<file path="config.mk">
export PLATFORM = sky130hd
export DESIGN_NAME = ss_symbol_decoder_2bit
export DESIGN_NICKNAME = d
export VERILOG_FILES = /design/src/rtl/ss_pkg.sv /design/src/rtl/ss_window_accumulator.sv /design/src/rtl/ss_symbol_decoder_2bit.sv
export SDC_FILE = /design/constraint.sdc
export NUM_CORES = 1
export LEC_CHECK = 0
export CORE_MARGIN = 10
export CORE_UTILIZATION = 40
export DETAILED_ROUTE_END_ITERATION = 7
export PLACE_DENSITY = 0.61
export SKIP_LAST_GASP = 1
export SLEW_MARGIN = 20
export SYNTH_ARGS = -nofsm -noshare
export SYNTH_HDL_FRONTEND = slang
export SYNTH_HIERARCHICAL = 1
export SYNTH_SLANG_ARGS = --single-unit
</file>
<file path="constraint.sdc">
create_clock -name clk -period 2.17 [get_ports clk]
set_input_delay 0.217 -clock clk [delete_from_list [all_inputs] [get_ports clk]]
set_output_delay 0.217 -clock clk [all_outputs]
set_load 0.02 [all_outputs]
</file>
<file path="src/rtl/ss_pkg.sv">
// rtl/ss_pkg.sv - shared types and constants for the stochastic-symbol decoder
//
// Contents:
//   ss_state_t  measurement FSM states (IDLE, WARM, ACC, HOLD)
//   SS_SYM_W    width of one stochastic symbol
//   SS_SYM_MAX  largest legal symbol value; anything above is flagged
//   MEAN_FRAC   fractional bits of the reported mean (Q2.6)
//   ss_cnt_w()  width of a counter that must reach a given count, min 1

package ss_pkg;

  typedef enum logic [1:0] {
    IDLE = 2'd0,
    WARM = 2'd1,
    ACC  = 2'd2,
    HOLD = 2'd3
  } ss_state_t;

  localparam int SS_SYM_W   = 2;
  localparam int SS_SYM_MAX = 2;
  localparam int MEAN_FRAC  = 6;

  // Bits needed to hold values 0..max_count; a zero-length counter is
  // still given one bit so it can be declared.
  function automatic int ss_cnt_w(input int max_count);
    int w;
    w = $clog2(max_count + 1);
    return (w < 1) ? 1 : w;
  endfunction

endpackage

</file>
<file path="src/rtl/ss_window_accumulator.sv">
// rtl/ss_window_accumulator.sv - sums one window of stochastic symbols
//
// Ports:
//   clk       in   clock, rising edge
//   rst       in   synchronous active-high reset
//   clear     in   zero sum, window counter and error flag
//   enable    in   one valid window symbol this cycle
//   sym       in   symbol value (0..2 legal, 3 counted and flagged)
//   sum_next  out  running sum including this cycle's symbol
//   err_next  out  error flag including this cycle's symbol
//   last      out  this enabled symbol completes the window

module ss_window_accumulator
  import ss_pkg::*;
#(
  parameter int WIN_LOG2 = 8,
  parameter int SUM_W    = WIN_LOG2 + 2
) (
  input  logic                clk,
  input  logic                rst,
  input  logic                clear,
  input  logic                enable,
  input  logic [SS_SYM_W-1:0] sym,
  output logic [SUM_W-1:0]    sum_next,
  output logic                err_next,
  output logic                last
);

  localparam int                       CNT_W    = ss_cnt_w(1 << WIN_LOG2);
  localparam logic [CNT_W-1:0]         LAST_IDX = CNT_W'((1 << WIN_LOG2) - 1);
  localparam logic [SS_SYM_W-1:0]      SYM_MAX  = SS_SYM_W'(SS_SYM_MAX);

  logic [SUM_W-1:0] sum;
  logic [CNT_W-1:0] win_cnt;
  logic             err;

  // The top latches sum_next/err_next on the final symbol so the result is
  // registered in the same edge that samples it (result latency of one).
  assign sum_next = sum + {{(SUM_W - SS_SYM_W){1'b0}}, sym};
  assign err_next = err | (sym > SYM_MAX);
  assign last     = enable && (win_cnt == LAST_IDX);

  always_ff @(posedge clk) begin
    if (rst || clear) begin
      sum     <= '0;
      win_cnt <= '0;
      err     <= 1'b0;
    end else if (enable) begin
      sum     <= sum_next;
      err     <= err_next;
      win_cnt <= win_cnt + 1'b1;
    end
  end

endmodule

</file>
<file path="src/rtl/ss_symbol_decoder_2bit.sv">
// rtl/ss_symbol_decoder_2bit.sv - window-averaging decoder for 2-bit stochastic symbols
//
// Ports:
//   clk           in   clock, rising edge
//   rst           in   synchronous active-high reset
//   start         in   begin a measurement (pulse)
//   abort         in   cancel a measurement in WARM/ACC
//   in_valid      in   ss_in is valid this cycle
//   ss_in         in   stochastic symbol, 0..2
//   busy          out  measurement in progress (WARM or ACC)
//   result_valid  out  result held for the consumer
//   result_ready  in   consumer takes the result
//   result_sum    out  sum of the 2^WIN_LOG2 window symbols
//   result_mean   out  Q2.6 mean, result_sum >> (WIN_LOG2-6)
//   sym_err       out  an illegal symbol (3) was seen in the window

module ss_symbol_decoder_2bit
  import ss_pkg::*;
#(
  parameter int WIN_LOG2 = 8,
  parameter int WARMUP   = 64,
  parameter int SUM_W    = WIN_LOG2 + 2
) (
  input  logic                clk,
  input  logic                rst,
  input  logic                start,
  input  logic                abort,
  input  logic                in_valid,
  input  logic [SS_SYM_W-1:0] ss_in,
  output logic                busy,
  output logic                result_valid,
  input  logic                result_ready,
  output logic [SUM_W-1:0]    result_sum,
  output logic [7:0]          result_mean,
  output logic                sym_err
);

  if (WIN_LOG2 < MEAN_FRAC) begin : g_bad_win
    $error("WIN_LOG2 must be at least MEAN_FRAC");
  end

  localparam int               WARM_W     = ss_cnt_w(WARMUP);
  localparam logic [WARM_W-1:0] WARM_LAST = WARM_W'((WARMUP > 0) ? (WARMUP - 1) : 0);
  localparam int               MEAN_SHIFT = WIN_LOG2 - MEAN_FRAC;
  localparam ss_state_t        FIRST_ST   = (WARMUP > 0) ? WARM : ACC;

  ss_state_t         state;
  logic [WARM_W-1:0] warm_cnt;

  logic              launch;
  logic              acc_en;
  logic              acc_last;
  logic [SUM_W-1:0]  acc_sum_next;
  logic              acc_err_next;

  // A new measurement starts from IDLE (abort wins over start) or straight
  // out of HOLD when the consumer accepts and restarts in the same cycle;
  // abort has no effect in HOLD.
  always_comb begin
    launch = 1'b0;
    case (state)
      IDLE:    launch = start && !abort;
      HOLD:    launch = start && result_ready;
      default: launch = 1'b0;
    endcase
  end

  // An abort in the same cycle as a window symbol discards that symbol too.
  assign acc_en = (state == ACC) && in_valid && !abort;

  ss_window_accumulator #(
    .WIN_LOG2 (WIN_LOG2),
    .SUM_W    (SUM_W)
  ) u_acc (
    .clk      (clk),
    .rst      (rst),
    .clear    (launch),
    .enable   (acc_en),
    .sym      (ss_in),
    .sum_next (acc_sum_next),
    .err_next (acc_err_next),
    .last     (acc_last)
  );

  // Result registers only change when a window completes, so an aborted
  // measurement leaves the previous result visible.
  always_ff @(posedge clk) begin
    if (rst) begin
      state      <= IDLE;
      warm_cnt   <= '0;
      result_sum <= '0;
      sym_err    <= 1'b0;
    end else begin
      case (state)
        IDLE: begin
          if (launch) begin
            state    <= FIRST_ST;
            warm_cnt <= '0;
          end
        end
        WARM: begin
          if (abort) begin
            state <= IDLE;
          end else if (in_valid) begin
            if (warm_cnt == WARM_LAST) begin
              state <= ACC;
            end else begin
              warm_cnt <= warm_cnt + 1'b1;
            end
          end
        end
        ACC: begin
          if (abort) begin
            state <= IDLE;
          end else if (acc_last) begin
            result_sum <= acc_sum_next;
            sym_err    <= acc_err_next;
            state      <= HOLD;
          end
        end
        HOLD: begin
          if (result_ready) begin
            if (launch) begin
              state    <= FIRST_ST;
              warm_cnt <= '0;
            end else begin
              state <= IDLE;
            end
          end
        end
        default: state <= IDLE;
      endcase
    end
  end

  assign busy         = (state == WARM) || (state == ACC);
  assign result_valid = (state == HOLD);
  // SUM_W is WIN_LOG2+2, so this slice is exactly the top eight bits.
  assign result_mean  = result_sum[MEAN_SHIFT +: 8];

endmodule

</file>
-- Word-level counts from Yosys, hierarchy flattened
Index checks and enable logic that the tools add are counted.
- add/subtract/negate cells: 3
- equality and inequality tests: 13
- reduce and logical (&&, ||, !) cells: 13
- bitwise gates (word level): 2
- order comparisons: 1
- divide/modulo/power cells: 0
- $mul: 0
- muxes and demuxes: 16
- shift-type cells: 0
- operator list (cell ; number):
    two-way mux 7 bit ; 5
    one-hot mux 7 bit (3 select lines) ; 1
    two-way mux 2 bit ; 7
    adder 10 x 2 -> 10 bit ; 1
    AND reduction 5 bit ; 2
    adder 9 x 1 -> 9 bit (second input constant) ; 1
    == test 9 x 8 -> 1 bit (second input constant) ; 1
    != test 3 bit (second input constant) ; 3
    one-hot mux 2 bit (4 select lines) ; 1
    adder 7 x 1 -> 7 bit (second input constant) ; 1
    == test 7 x 6 -> 1 bit (second input constant) ; 1
    != test 2 bit (second input constant) ; 3
    logical AND 1 bit ; 5
    == test 2 bit (second input constant) ; 2
    != test 2 x 1 -> 1 bit (second input constant) ; 2
    AND reduction 3 bit ; 1
    nonzero test 3 bit ; 1
    == test 2 x 1 -> 1 bit (second input constant) ; 1
    greater-than comparator 2 bit (second input constant) ; 1
    logical NOT 2 bit ; 1
    logical OR 1 bit ; 2
    one-hot mux 1 bit (2 select lines) ; 1
    logical NOT 1 bit ; 1
    two-way mux 1 bit ; 1
    2 further kinds ; 2
- latch bits: 0
- bits in writable memories: 0
- register bits: 40
- memory bits (read-only): 0
- memories kept: 0

-- Logic depth before layout (Yosys ltp)
Gate-level depths: netlist (run 1).
- depth after elaboration: 7
- mapped depth: 11

-- Cells and area by module
The synthesis (run 1) kept the hierarchy.
- modules (own cells, without submodules) (module ; area an instance (µm²) ; instances ; seq. area each (µm²) ; cells an instance):
    ss_symbol_decoder_2bit ; 1154.9 ; 1 ; 400.4 ; 129
    ss_window_accumulator ; 1076.0 ; 1 ; 400.4 ; 123

-- Worst setup path before layout (run 1)
Ideal clock, no wire load.
- path type: flip-flop to flip-flop
- from: register state[0]
- to: register u_acc.sum[0]
- clock period less this slack: 2.079 ns
- setup slack: 0.091 ns
- library setup time: 0.128 ns
- cell stages (with the launch flop): 10
- buffers on the path: 2
- arrival time: 1.951 ns
- cell sequence: dfxtp_1 > inv_1 > ha_1 > nor2b_1 > o21ai_0 > inv_1 > or2_2 > clkbuf_1 > clkbuf_1 > nor2_1
- longest elaborated chain between the ends: 3
- elaborated cells between the ends (all ways): 7
- those cells by class: eq/ne (2); mux (1); reduce/logical (4)
- RTL lines (element ; RTL line ; source):
    from (decl) ; ss_symbol_decoder_2bit.sv:47 ; ss_state_t state;
    from (signal assigned) ; ss_symbol_decoder_2bit.sv:89 ; state <= IDLE;
    from (signal assigned) ; ss_symbol_decoder_2bit.sv:97 ; state <= FIRST_ST;
    from (signal assigned) ; ss_symbol_decoder_2bit.sv:103 ; state <= IDLE;
    == test 2 bit or logical NOT 2 bit (tied branches) ; ss_symbol_decoder_2bit.sv:61 ; case (state)
    one-hot mux 1 bit (2 select lines) (*) ; ss_symbol_decoder_2bit.sv:61 ;
    named net launch ; ss_symbol_decoder_2bit.sv:50 ; logic launch;
    logical OR 1 bit (*) ; ss_window_accumulator.sv:44 ; if (rst || clear) begin
    to (signal assigned) ; ss_window_accumulator.sv:49 ; sum <= sum_next;
    to (decl) ; ss_window_accumulator.sv:33 ; logic [SUM_W-1:0] sum;
Mark *: on every way through the listed nets, which the timed path passes. The rest lies on a longest branch.
A chain may end at the register's enable or synchronous reset.

-- Worst setup path in the final report (run 1)
- from: register state[0]
- to: register u_acc.sum[3]
The elaborated chain is that of the path after synthesis.

==> results of run 1 <==
-- tightest hold or removal path: stages, from the launching register on --
cell,delay [ns]
dfxtp_1,0.31
nor2_1,0.08
a211oi_1,0.05
-- cell usage after synthesis, types with 6 or more instances --
library cell,number,area [um^2]
nor2_1,29,109
nand2_1,11,41.3
inv_1,16,60.1
buf_4,8,60.1
o21ai_0,6,30.0
xor2_1,8,70.1
nand4_1,7,43.8
nand3_1,15,75.1
a21oi_1,9,45.0
dfxtp_1,40,801
ha_1,10,125
xnor2_1,6,52.6
buf_2,6,30.0
or3_1,6,37.5
mux2i_1,16,160
-- how the worst min path moves through the flow --
stage / slack, ns / startpoint / depth (start not counted) / end
3_3_place_gp: 0.46 / u_acc/win_cnt[8] / 2 / u_acc/win_cnt[8]
4_1_cts: 0.49 / u_acc/win_cnt[8] / 2 / u_acc/win_cnt[8]
5_1_grt: 0.52 / u_acc/sum[9] / 2 / u_acc/sum[9]
6_report: 0.48 / u_acc/win_cnt[8] / 2 / u_acc/win_cnt[8]
3_5_place_dp: 0.48 / u_acc/win_cnt[8] / 2 / u_acc/win_cnt[8]
2_1_floorplan: 0.39 / rst / 2 / u_acc/sum[7]
-- state kept, by name, indices dropped and copies added (netlist names) --
| register | flops |
|---|---|
| u_acc/sum | 10 |
| state | 2 |
| u_acc/win_cnt | 9 |
| warm_cnt | 7 |
| result_sum | 10 |
| u_acc/err | 1 |
| sym_err | 1 |
-- cell type report --
cell class              instances  area (um^2)
clock buffers                   7         96.3
repair buffers                 39          363
inverters                      16         60.1
clock inverters                 1         30.0
fillers                       537         2770
well taps                      72         90.1
flip-flops and latches         40          801
multi-input cells             178         1260
-- cell families after synthesis --
kind of cell	share of synthesized area, %
AO/OA/AOI/OAI	13.0
XOR/XNOR	5.50
adder cells (fa/ha/maj)	6.51
buffers and inverters	7.40
flip-flops	35.9
multiplexers	7.18
AND/OR/NAND/NOR	24.6
-- per-layer routing --
layer	global-route usage [%]	routed length, um	vias to the layer above
li1	-	-	935
met1	13.5	2240	800
met2	15.7	1930	26
met3	3.25	240	7
met4	4.86	80	0
met5	0	0	-
-- metrics by stage --
| step | util (%) | instance area, um^2 |
|---|---|---|
| final | 49.4 | 2710 |
| after global routing | 49.4 | 2710 |
| after CTS | 49.4 | 2710 |
| after detailed placement | 47.1 | 2580 |
| after global placement | 47.1 | 2580 |
| after floorplan | - | 2230 |
-- report_power, final --
| part | internal (uW) | switching (uW) |
|---|---|---|
| registers | 741 | 7.36 |
| clock network | 406 | 265 |
| logic | 85.6 | 104 |
| total | 1230 | 376 |
==> flow_summary_export.csv, run 1 <==
group,metric,value,unit
worst_setup_path,path_buf_inv,2,
placed_design,io_buffers,28,
placed_design,post-place-ws,0.0302,ns
worst_setup_path,rr_endpoint,"u_acc/sum[3]",
yosys,netlist_instances,252,
grt,grt_use_total,10.5,%
pwr,ir_worst_vdd,274,uV
detailed_routing,avgRoutedWirePerCell,12.7,um
worst_setup_path,critPathKind,"flip-flop to flip-flop",
sta,hold_ws,0.485,ns
pwr,leakage,0.00108,uW
worst_setup_path,worstPathRequired,2.40,ns
floorplan,coreArea,5470,um^2
floorplan,fp.dieArea,8960,um^2
layout,drive_above_1_share,10.3,%
placed_design,dp_cells,345,
detailed_routing,drcViolationCount,0,
pwr,power.total,1610,uW
layout,layout.cells.non_filler,353,
layout,synthToLayoutAreaGrowth,21.3,%
detailed_routing,routed_wl,4490,um
grt,grt_max_degree,21,
grt,gr-total-overflow,0,
yosys,synth_area,2230,um^2
grt,antenna_found_initial,0,
detailed_routing,dr.pass1.iters,4,
detailed_routing,via_count,1768,
worst_hold_path,hold_class,"flip-flop to flip-flop",
worst_setup_path,max_stage_delay,0.34,ns
worst_setup_path,slowest_stage,"dfxtp_1",
clocking,post-cts-setup-buffers,0,
sta,drv_slew,0,
yosys,synth-edff-count,0,
sta,setup_tns,0,ns
yosys,ys_ff_latch,40,
yosys,synth_area_per_cell,8.85,um^2
yosys,synth_nets,271,
detailed_routing,drtIter0Drc,152,
clocking,postCtsHoldBufs,0,
layout,diodes,0,
clocking,cts.clk_slew.worst_paths,0.08,ns
floorplan,num_rows,27,
grt,grt_pass1_wl,7660,um
worst_setup_path,start_kind,"flip-flop",
sta,rsz0062_at_grt,"no",
worst_setup_path,cp.depth,7,
worst_setup_path,arrival,2.15,ns
worst_setup_path,crit_end,"u_acc/sum[3]",
clocking,cts_root_buffer,"clkbuf_8",
worst_setup_path,rr_worst_depth,7,
grt,grt_pass1_vias,1612,
floorplan,start_util,40.8,%
worst_setup_path,crit_fanout,8,
sta,fin_ws,0.253,ns
pwr,power_density,595,nW/um^2
worst_setup_path,crit_family,"simple AND/OR/NAND/NOR gates",
clocking,cts_tree,"yes",
sta,finalClockSkew,0.00130,ns
layout,final_common_cell,"dfxtp_1",
worst_setup_path,crit_path_start,"state[0]",
worst_setup_path,crit_path_end_kind,"flip-flop",
worst_setup_path,reg2reg_slack,0.25,ns
yosys,yosys_most_used_dff,"dfxtp_1",
layout,mostFrequentLayoutCells,"dfxtp_1 (40), nor2_1 (29), clkdlybuf4s50_1 (28)",
outcome,status,"finished, final reports clean",
yosys,synth-seq-area-share,35.9,%
detailed_routing,ant_nets,0,
clocking,cts-resized-gates,0,
worst_setup_path,worstPathCellList,"ha_1 > and2_1 > o21ai_1 > inv_1 > or2_2 > buf_4 > a21oi_1",
detailed_routing,vias_per_cell,5.01,
floorplan,die_h,94.7,um
placed_design,dpl.hpwl,3380,um
clocking,clock_latency,0.29,ns
layout,fin_nets,299,
sta,relSlewSlack,65.2,%
clocking,cts_sinks,40,
clocking,clockBufferDepth,2,
yosys,synth_warnings,6,
sta,min_period_over_period,88.3,%
floorplan,ioPinCount,29,
yosys,ys_types,50,
run,drv_cap,0,
yosys,synthArstFlopShare,0,%
sta,hold_viol,0,
worst_setup_path,r2r_start,"state[0]",
floorplan,die_w,94.7,um
sta,max_freq,522,MHz
sta,worstMarginPinSlew,0.520,ns
clocking,cts_made_buffers,5,
sta,finalCriticalPeriod,1.92,ns
placed_design,routabilityCongestion,0.809,
clocking,h-tree-depth,2,
sta,setup_viol,0,
Note: power is estimated with default switching activity, not from simulation.
==> run 2, diff against run 1 <==
--- a/config.mk
+++ b/config.mk
@@ -5,6 +5,7 @@
 export SDC_FILE = /design/constraint.sdc
 export NUM_CORES = 1
 export LEC_CHECK = 0
+export ABC_AREA = 1
 export CORE_MARGIN = 10
 export CORE_UTILIZATION = 40
 export DETAILED_ROUTE_END_ITERATION = 7
==> flow_summary_export.csv, run 2 <==
group,metric,value,unit
floorplan,start_util,41.7,%
yosys,synth-seq-area-share,34.7,%
grt,use_met2,17.2,%
sta,min_period_over_period,87.6,%
yosys,synth_top_area_share,34.7,%
outcome,status,"finished, final reports clean",
layout,reg.largest.list,"result_sum: 10 flops, u_acc/sum: 10 flops, u_acc/win_cnt: 9 flops",
sta,setup_tns,0,ns
yosys,synthTopCellsByArea,"dfxtp_1 (35%), nand2_1 (14%), a21oi_1 (7.6%), inv_1 (6.7%), nand3_1 (6.1%)",
pwr,leakage,0.00114,uW
yosys,synth_warnings,6,
placed_design,io_buffers,28,
yosys,ys_ff_latch,40,
detailed_routing,drcViolationCount,0,
yosys,yosys-top-cells-count,"nand2_1 (85), inv_1 (41), dfxtp_1 (40)",
pwr,power_density,843,nW/um^2
sta,finalClockSkew,0.00799,ns
yosys,synth_top_area_cell,"dfxtp_1",
clocking,cts_made_buffers,5,
placed_design,dp_cells,424,
detailed_routing,vias_per_cell,4.71,
layout,diodes,0,
worst_setup_path,start_kind,"flip-flop",
clocking,clock_latency,0.30,ns
worst_setup_path,rr_endpoint,"u_acc/sum[4]",
sta,finalCriticalPeriod,1.90,ns
detailed_routing,drtIter0Drc,126,
yosys,synth-edff-count,0,
clocking,cts_root_buffer,"clkbuf_8",
yosys,synth-xor-area-share,1.52,%
clocking,postCtsHoldBufs,0,
pwr,power.total,2310,uW
yosys,synthSimpleGateAreaFrac,33.8,%
yosys,synthAdderAreaFrac,6.28,%
grt,use_met3,2.57,%
pwr,ir_worst_vdd,296,uV
yosys,netlist_instances,337,
floorplan,coreArea,5540,um^2
grt,grt_use_total,11.4,%
worst_setup_path,worstPathRequired,2.36,ns
grt,gr-total-overflow,0,
clocking,h-tree-depth,2,
placed_design,dpl.hpwl,3740,um
layout,drive_above_1_share,10.0,%
detailed_routing,via_count,2033,
yosys,synth.mux.area_fraction,0,%
detailed_routing,ant_nets,0,
grt,antenna_found_initial,0,
clocking,post-cts-setup-buffers,0,
grt,grt_pass1_vias,1805,
worst_hold_path,hold_class,"flip-flop to flip-flop",
grt,grt_pass1_wl,8410,um
layout,synthToLayoutAreaGrowth,18.4,%
layout,final_common_cell,"nand2_1",
yosys,synth_area,2310,um^2
yosys,ys_types,25,
yosys,synth.most_common_cell,"nand2_1",
clocking,clockBufferDepth,2,
clocking,cts_tree,"yes",
sta,rsz0062_at_grt,"no",
yosys,synth_nets,356,
floorplan,ioPinCount,29,
yosys,synth_area_per_cell,6.86,um^2
detailed_routing,avgRoutedWirePerCell,11.2,um
placed_design,place_area,2610,um^2
worst_hold_path,hold_end,"sym_err",
sta,max_freq,526,MHz
layout,mostFrequentLayoutCells,"nand2_1 (84), inv_1 (41), dfxtp_1 (40)",
worst_hold_path,hp-start,"sym_err",
worst_setup_path,critPathKind,"flip-flop to flip-flop",
sta,relSlewSlack,67.5,%
yosys,synth_top_family_by_area,"simple AND/OR/NAND/NOR gates",
floorplan,fp.dieArea,9220,um^2
yosys,synth_compound_area_share,11.3,%
worst_setup_path,arrival,2.09,ns
yosys,synthArstFlopShare,0,%
grt,grt_use_met1,15.0,%
grt,grt.busiest_layer,"met2",
floorplan,num_rows,27,
sta,drv_slew,0,
layout,layout.cells.non_filler,432,
worst_setup_path,r2r_start,"state[0]",
floorplan,die_h,96.0,um
detailed_routing,routed_wl,4860,um
yosys,yosys_most_used_dff,"dfxtp_1",
placed_design,routabilityCongestion,0.815,
clocking,cts_sinks,40,
floorplan,die_w,96.0,um
sta,worstMarginPinSlew,0.487,ns
worst_setup_path,crit_path_end_kind,"flip-flop",
worst_setup_path,crit_fanout,13,
clocking,cts.clk_slew.worst_paths,0.08,ns
sta,setup_viol,0,
grt,grt_max_degree,19,
detailed_routing,dr.pass1.iters,4,
worst_setup_path,reg2reg_slack,0.27,ns
sta,hold_viol,0,
worst_setup_path,rr_worst_depth,10,
run,drv_cap,0,
worst_hold_path,hold_depth,2,
layout,design_area,2740,um^2
layout,fin_nets,378,
run 2: routing by layer:
metal / wire, um / vias to the layer above
li1: - / 1102
met1: 2440 / 899
met2: 2110 / 25
met3: 210 / 7
met4: 91 / 0
met5: 0 / -
run 2: area by class of cell:
class / count / area (um^2)
repair buffers: 33 / 330
clock buffers: 6 / 82.6
multi-input cells: 236 / 1230
flip-flops and latches: 40 / 801
fillers: 560 / 2810
well taps: 72 / 90.1
inverters: 43 / 161
clock inverters: 2 / 38.8
run 2: how the worst max path moves through the flow:
| stage | from | end | slack, ns | cells after the start |
|---|---|---|---|---|
| 4_1_cts | u_acc/win_cnt[0] | result_sum[1] | 0.25 | 10 |
| 6_report | state[0] | u_acc/sum[4] | 0.27 | 10 |
| 3_5_place_dp | ss_in[0] | result_sum[4] | 0.17 | 8 |
| 3_3_place_gp | ss_in[0] | result_sum[4] | 0.17 | 8 |
| 2_1_floorplan | state[0] | result_sum[0] | 0.33 | 11 |
| 5_1_grt | u_acc/win_cnt[0] | state[0] | 0.05 | 14 |
run 2: cells by family after synthesis:
kind of cell / after synthesis
AND/OR/NAND/NOR: 172
buffers and inverters: 61
AO/OA/AOI/OAI: 49
flip-flops: 40
adder cells (fa/ha/maj): 11
XOR/XNOR: 4
run 2: power breakdown:
group	leakage, uW	internal (uW)	switching (uW)	total [uW]
Combinational	0.000753	301	483	784
Sequential	0.000324	809	73.4	882
Clock	0.0000614	376	263	639
Total	0.00114	1490	819	2310
run 2: worst max-delay path, stage by stage (launching register included):
cell and delay [ns]:
dfxtp_1 0.36, inv_1 0.09, ha_1 0.32, nor2_1 0.14, nand3_2 0.14, inv_1 0.12, nor2_4 0.05, inv_1 0.36
a21oi_1 0.08, o21ai_0 0.09, inv_1 0.05
run 2: repair_timing:
action / in CTS / in global routing
hold endpoints to repair: 0 / 0
setup endpoints to repair: 0 / 6
gates resized for setup: 0 / 1
run 2: stage by stage:
step	hold WS [ns]	util [%]	worst slack, ns
3_3_place_gp	0.449	47.1	0.171
6_report	0.470	49.4	0.270
2_1_floorplan	0.286	-	0.332
5_1_grt	0.494	49.4	0.0533
4_1_cts	0.472	49.3	0.250
3_5_place_dp	0.458	47.1	0.173
==> run 3, diff against run 2 <==
--- a/config.mk
+++ b/config.mk
@@ -6,6 +6,7 @@
 export NUM_CORES = 1
 export LEC_CHECK = 0
 export ABC_AREA = 1
+export CORE_ASPECT_RATIO = 0.8
 export CORE_MARGIN = 10
 export CORE_UTILIZATION = 40
 export DETAILED_ROUTE_END_ITERATION = 7
==> flow_summary_export.csv, run 3 (synthesized netlist as in run 2, its figures left out) <==
group,metric,value,unit
outcome,status,"finished, final reports clean",
floorplan,die_h,88.0,um
layout,drive_above_1_share,9.44,%
sta,finalClockSkew,0.0126,ns
pwr,switching_share,37.5,%
placed_design,routabilityCongestion,0.819,
detailed_routing,via_count,2066,
detailed_routing,avgRoutedWirePerCell,11.2,um
pwr,p_comb_share,35.7,%
detailed_routing,vias_per_cell,4.72,
sta,setup_tns,0,ns
sta,max_freq,523,MHz
grt,antenna_found_initial,0,
detailed_routing,routed_wl,4890,um
sta,drv_slew,0,
pwr,leakage,0.00112,uW
layout,n_fill_cell,581,
clocking,cts_tree,"yes",
layout,synthToLayoutAreaGrowth,16.8,%
worst_setup_path,arrival,2.10,ns
sta,setup_viol,0,
layout,mostFrequentLayoutCells,"nand2_1 (85), inv_1 (41), dfxtp_1 (40)",
floorplan,ioPinCount,29,
pwr,p_switching,816,uW
layout,final_common_cell,"nand2_1",
clocking,clock_latency,0.29,ns
clocking,cts-resized-gates,0,
detailed_routing,ant_nets,0,
layout,utilization,48.9,%
floorplan,fp.dieArea,9240,um^2
detailed_routing,dr.pass1.iters,4,
worst_hold_path,hold_class,"flip-flop to flip-flop",
worst_setup_path,start_kind,"flip-flop",
clocking,clockBufferDepth,2,
floorplan,num_rows,24,
floorplan,die_w,105,um
detailed_routing,drcViolationCount,0,
run,drv_cap,0,
clocking,h-tree-depth,2,
worst_setup_path,crit_path_end_kind,"flip-flop",
clocking,post-cts-setup-buffers,0,
pwr,p_int,1360,uW
clocking,cts_root_buffer,"clkbuf_8",
layout,fin_nets,378,
sta,min_period_over_period,88.1,%
pwr,power_density,806,nW/um^2
clocking,cts.clk_slew.worst_paths,0.08,ns
floorplan,start_util,41.8,%
pwr,ir_worst_vdd,328,uV
floorplan,coreArea,5530,um^2
sta,rsz0062_at_grt,"no",
layout,reg.largest.list,"result_sum: 10 flops, u_acc/sum: 10 flops, u_acc/win_cnt: 9 flops",
sta,relSlewSlack,70.4,%
sta,hold_viol,0,
detailed_routing,drtIter0Drc,116,
pwr,p_seq_share,40.5,%
pwr,p_clk_share,23.9,%
grt,grt_max_degree,19,
grt,gr-total-overflow,0,
grt,grt_pass1_vias,1891,
placed_design,io_buffers,28,
worst_setup_path,crit_fanout,12,
clocking,postCtsHoldBufs,0,
layout,diodes,0,
clocking,cts_sinks,40,
worst_setup_path,critPathKind,"flip-flop to flip-flop",
worst_setup_path,worstPathRequired,2.36,ns
grt,grt_use_total,11.2,%
grt,grt_pass1_wl,8710,um
clocking,cts_made_buffers,5,
sta,finalCriticalPeriod,1.91,ns
placed_design,dpl.hpwl,3760,um
sta,worstMarginPinSlew,0.443,ns
==> run 3: area by class of cell <==
type                            count  area (um^2)  share of cell area (%)
Multi-Input combinational cell    236         1230                    45.5
Inverter                           43          161                    5.98
Clock inverter                      1         7.51                   0.278
Sequential cell                    40          801                    29.7
Tap cell                           78         97.6                    3.61
Clock buffer                        7         86.3                    3.20
Timing Repair Buffer               33          318                    11.8
==> run 3: power groups by stage <==
stage                     combinational, uW  clock, uW  sequential [uW]
after floorplan                         655          0              882
after global placement                  774          0              896
after detailed placement                786          0              898
after CTS                               789        531              880
after global routing                    902        564              896
final                                   777        519              881
==> run 3: routing by layer <==
metal / GRT usage (%) / vias to the layer above / share of wire [%]
met4: 3.73 / 0 / 0.61
li1: - / 1113 / -
met3: 2.93 / 2 / 4.2
met5: 0 / - / 0
met1: 14.4 / 919 / 52
met2: 18.1 / 32 / 43
==> run 3: through the flow <==
stage | std cells | power, uW | setup slack, ns | hold WS (ns) | area, um^2
after floorplan | 337 | 1540 | 0.332 | 0.286 | 2310
after global placement | 430 | 1670 | 0.224 | 0.451 | 2610
after detailed placement | 430 | 1680 | 0.179 | 0.456 | 2610
after CTS | 438 | 2200 | 0.266 | 0.468 | 2700
after global routing | 438 | 2360 | 0.00674 | 0.503 | 2700
final | 438 | 2180 | 0.258 | 0.462 | 2700
==> run 3: path summary, 6_finish.rpt <==
kind	slack, ns	cells past startpoint	endpoint	start
worst max-delay path	0.26	10	result_sum[3]	u_acc/win_cnt[0]
worst min-delay path	0.46	2	sym_err	sym_err
worst min register to register	0.46	2	sym_err	sym_err
worst max register to register	0.26	10	result_sum[3]	u_acc/win_cnt[0]
==> run 3: critical path, stage by stage, from the launching register on <==
cell	delay [ns]
dfxtp_1	0.38
ha_1	0.21
nand4_1	0.10
nor3_1	0.18
ha_1	0.18
nand2_1	0.05
inv_1	0.09
buf_4	0.18
nand2_1	0.24
nand2_1	0.15
a21oi_1	0.07
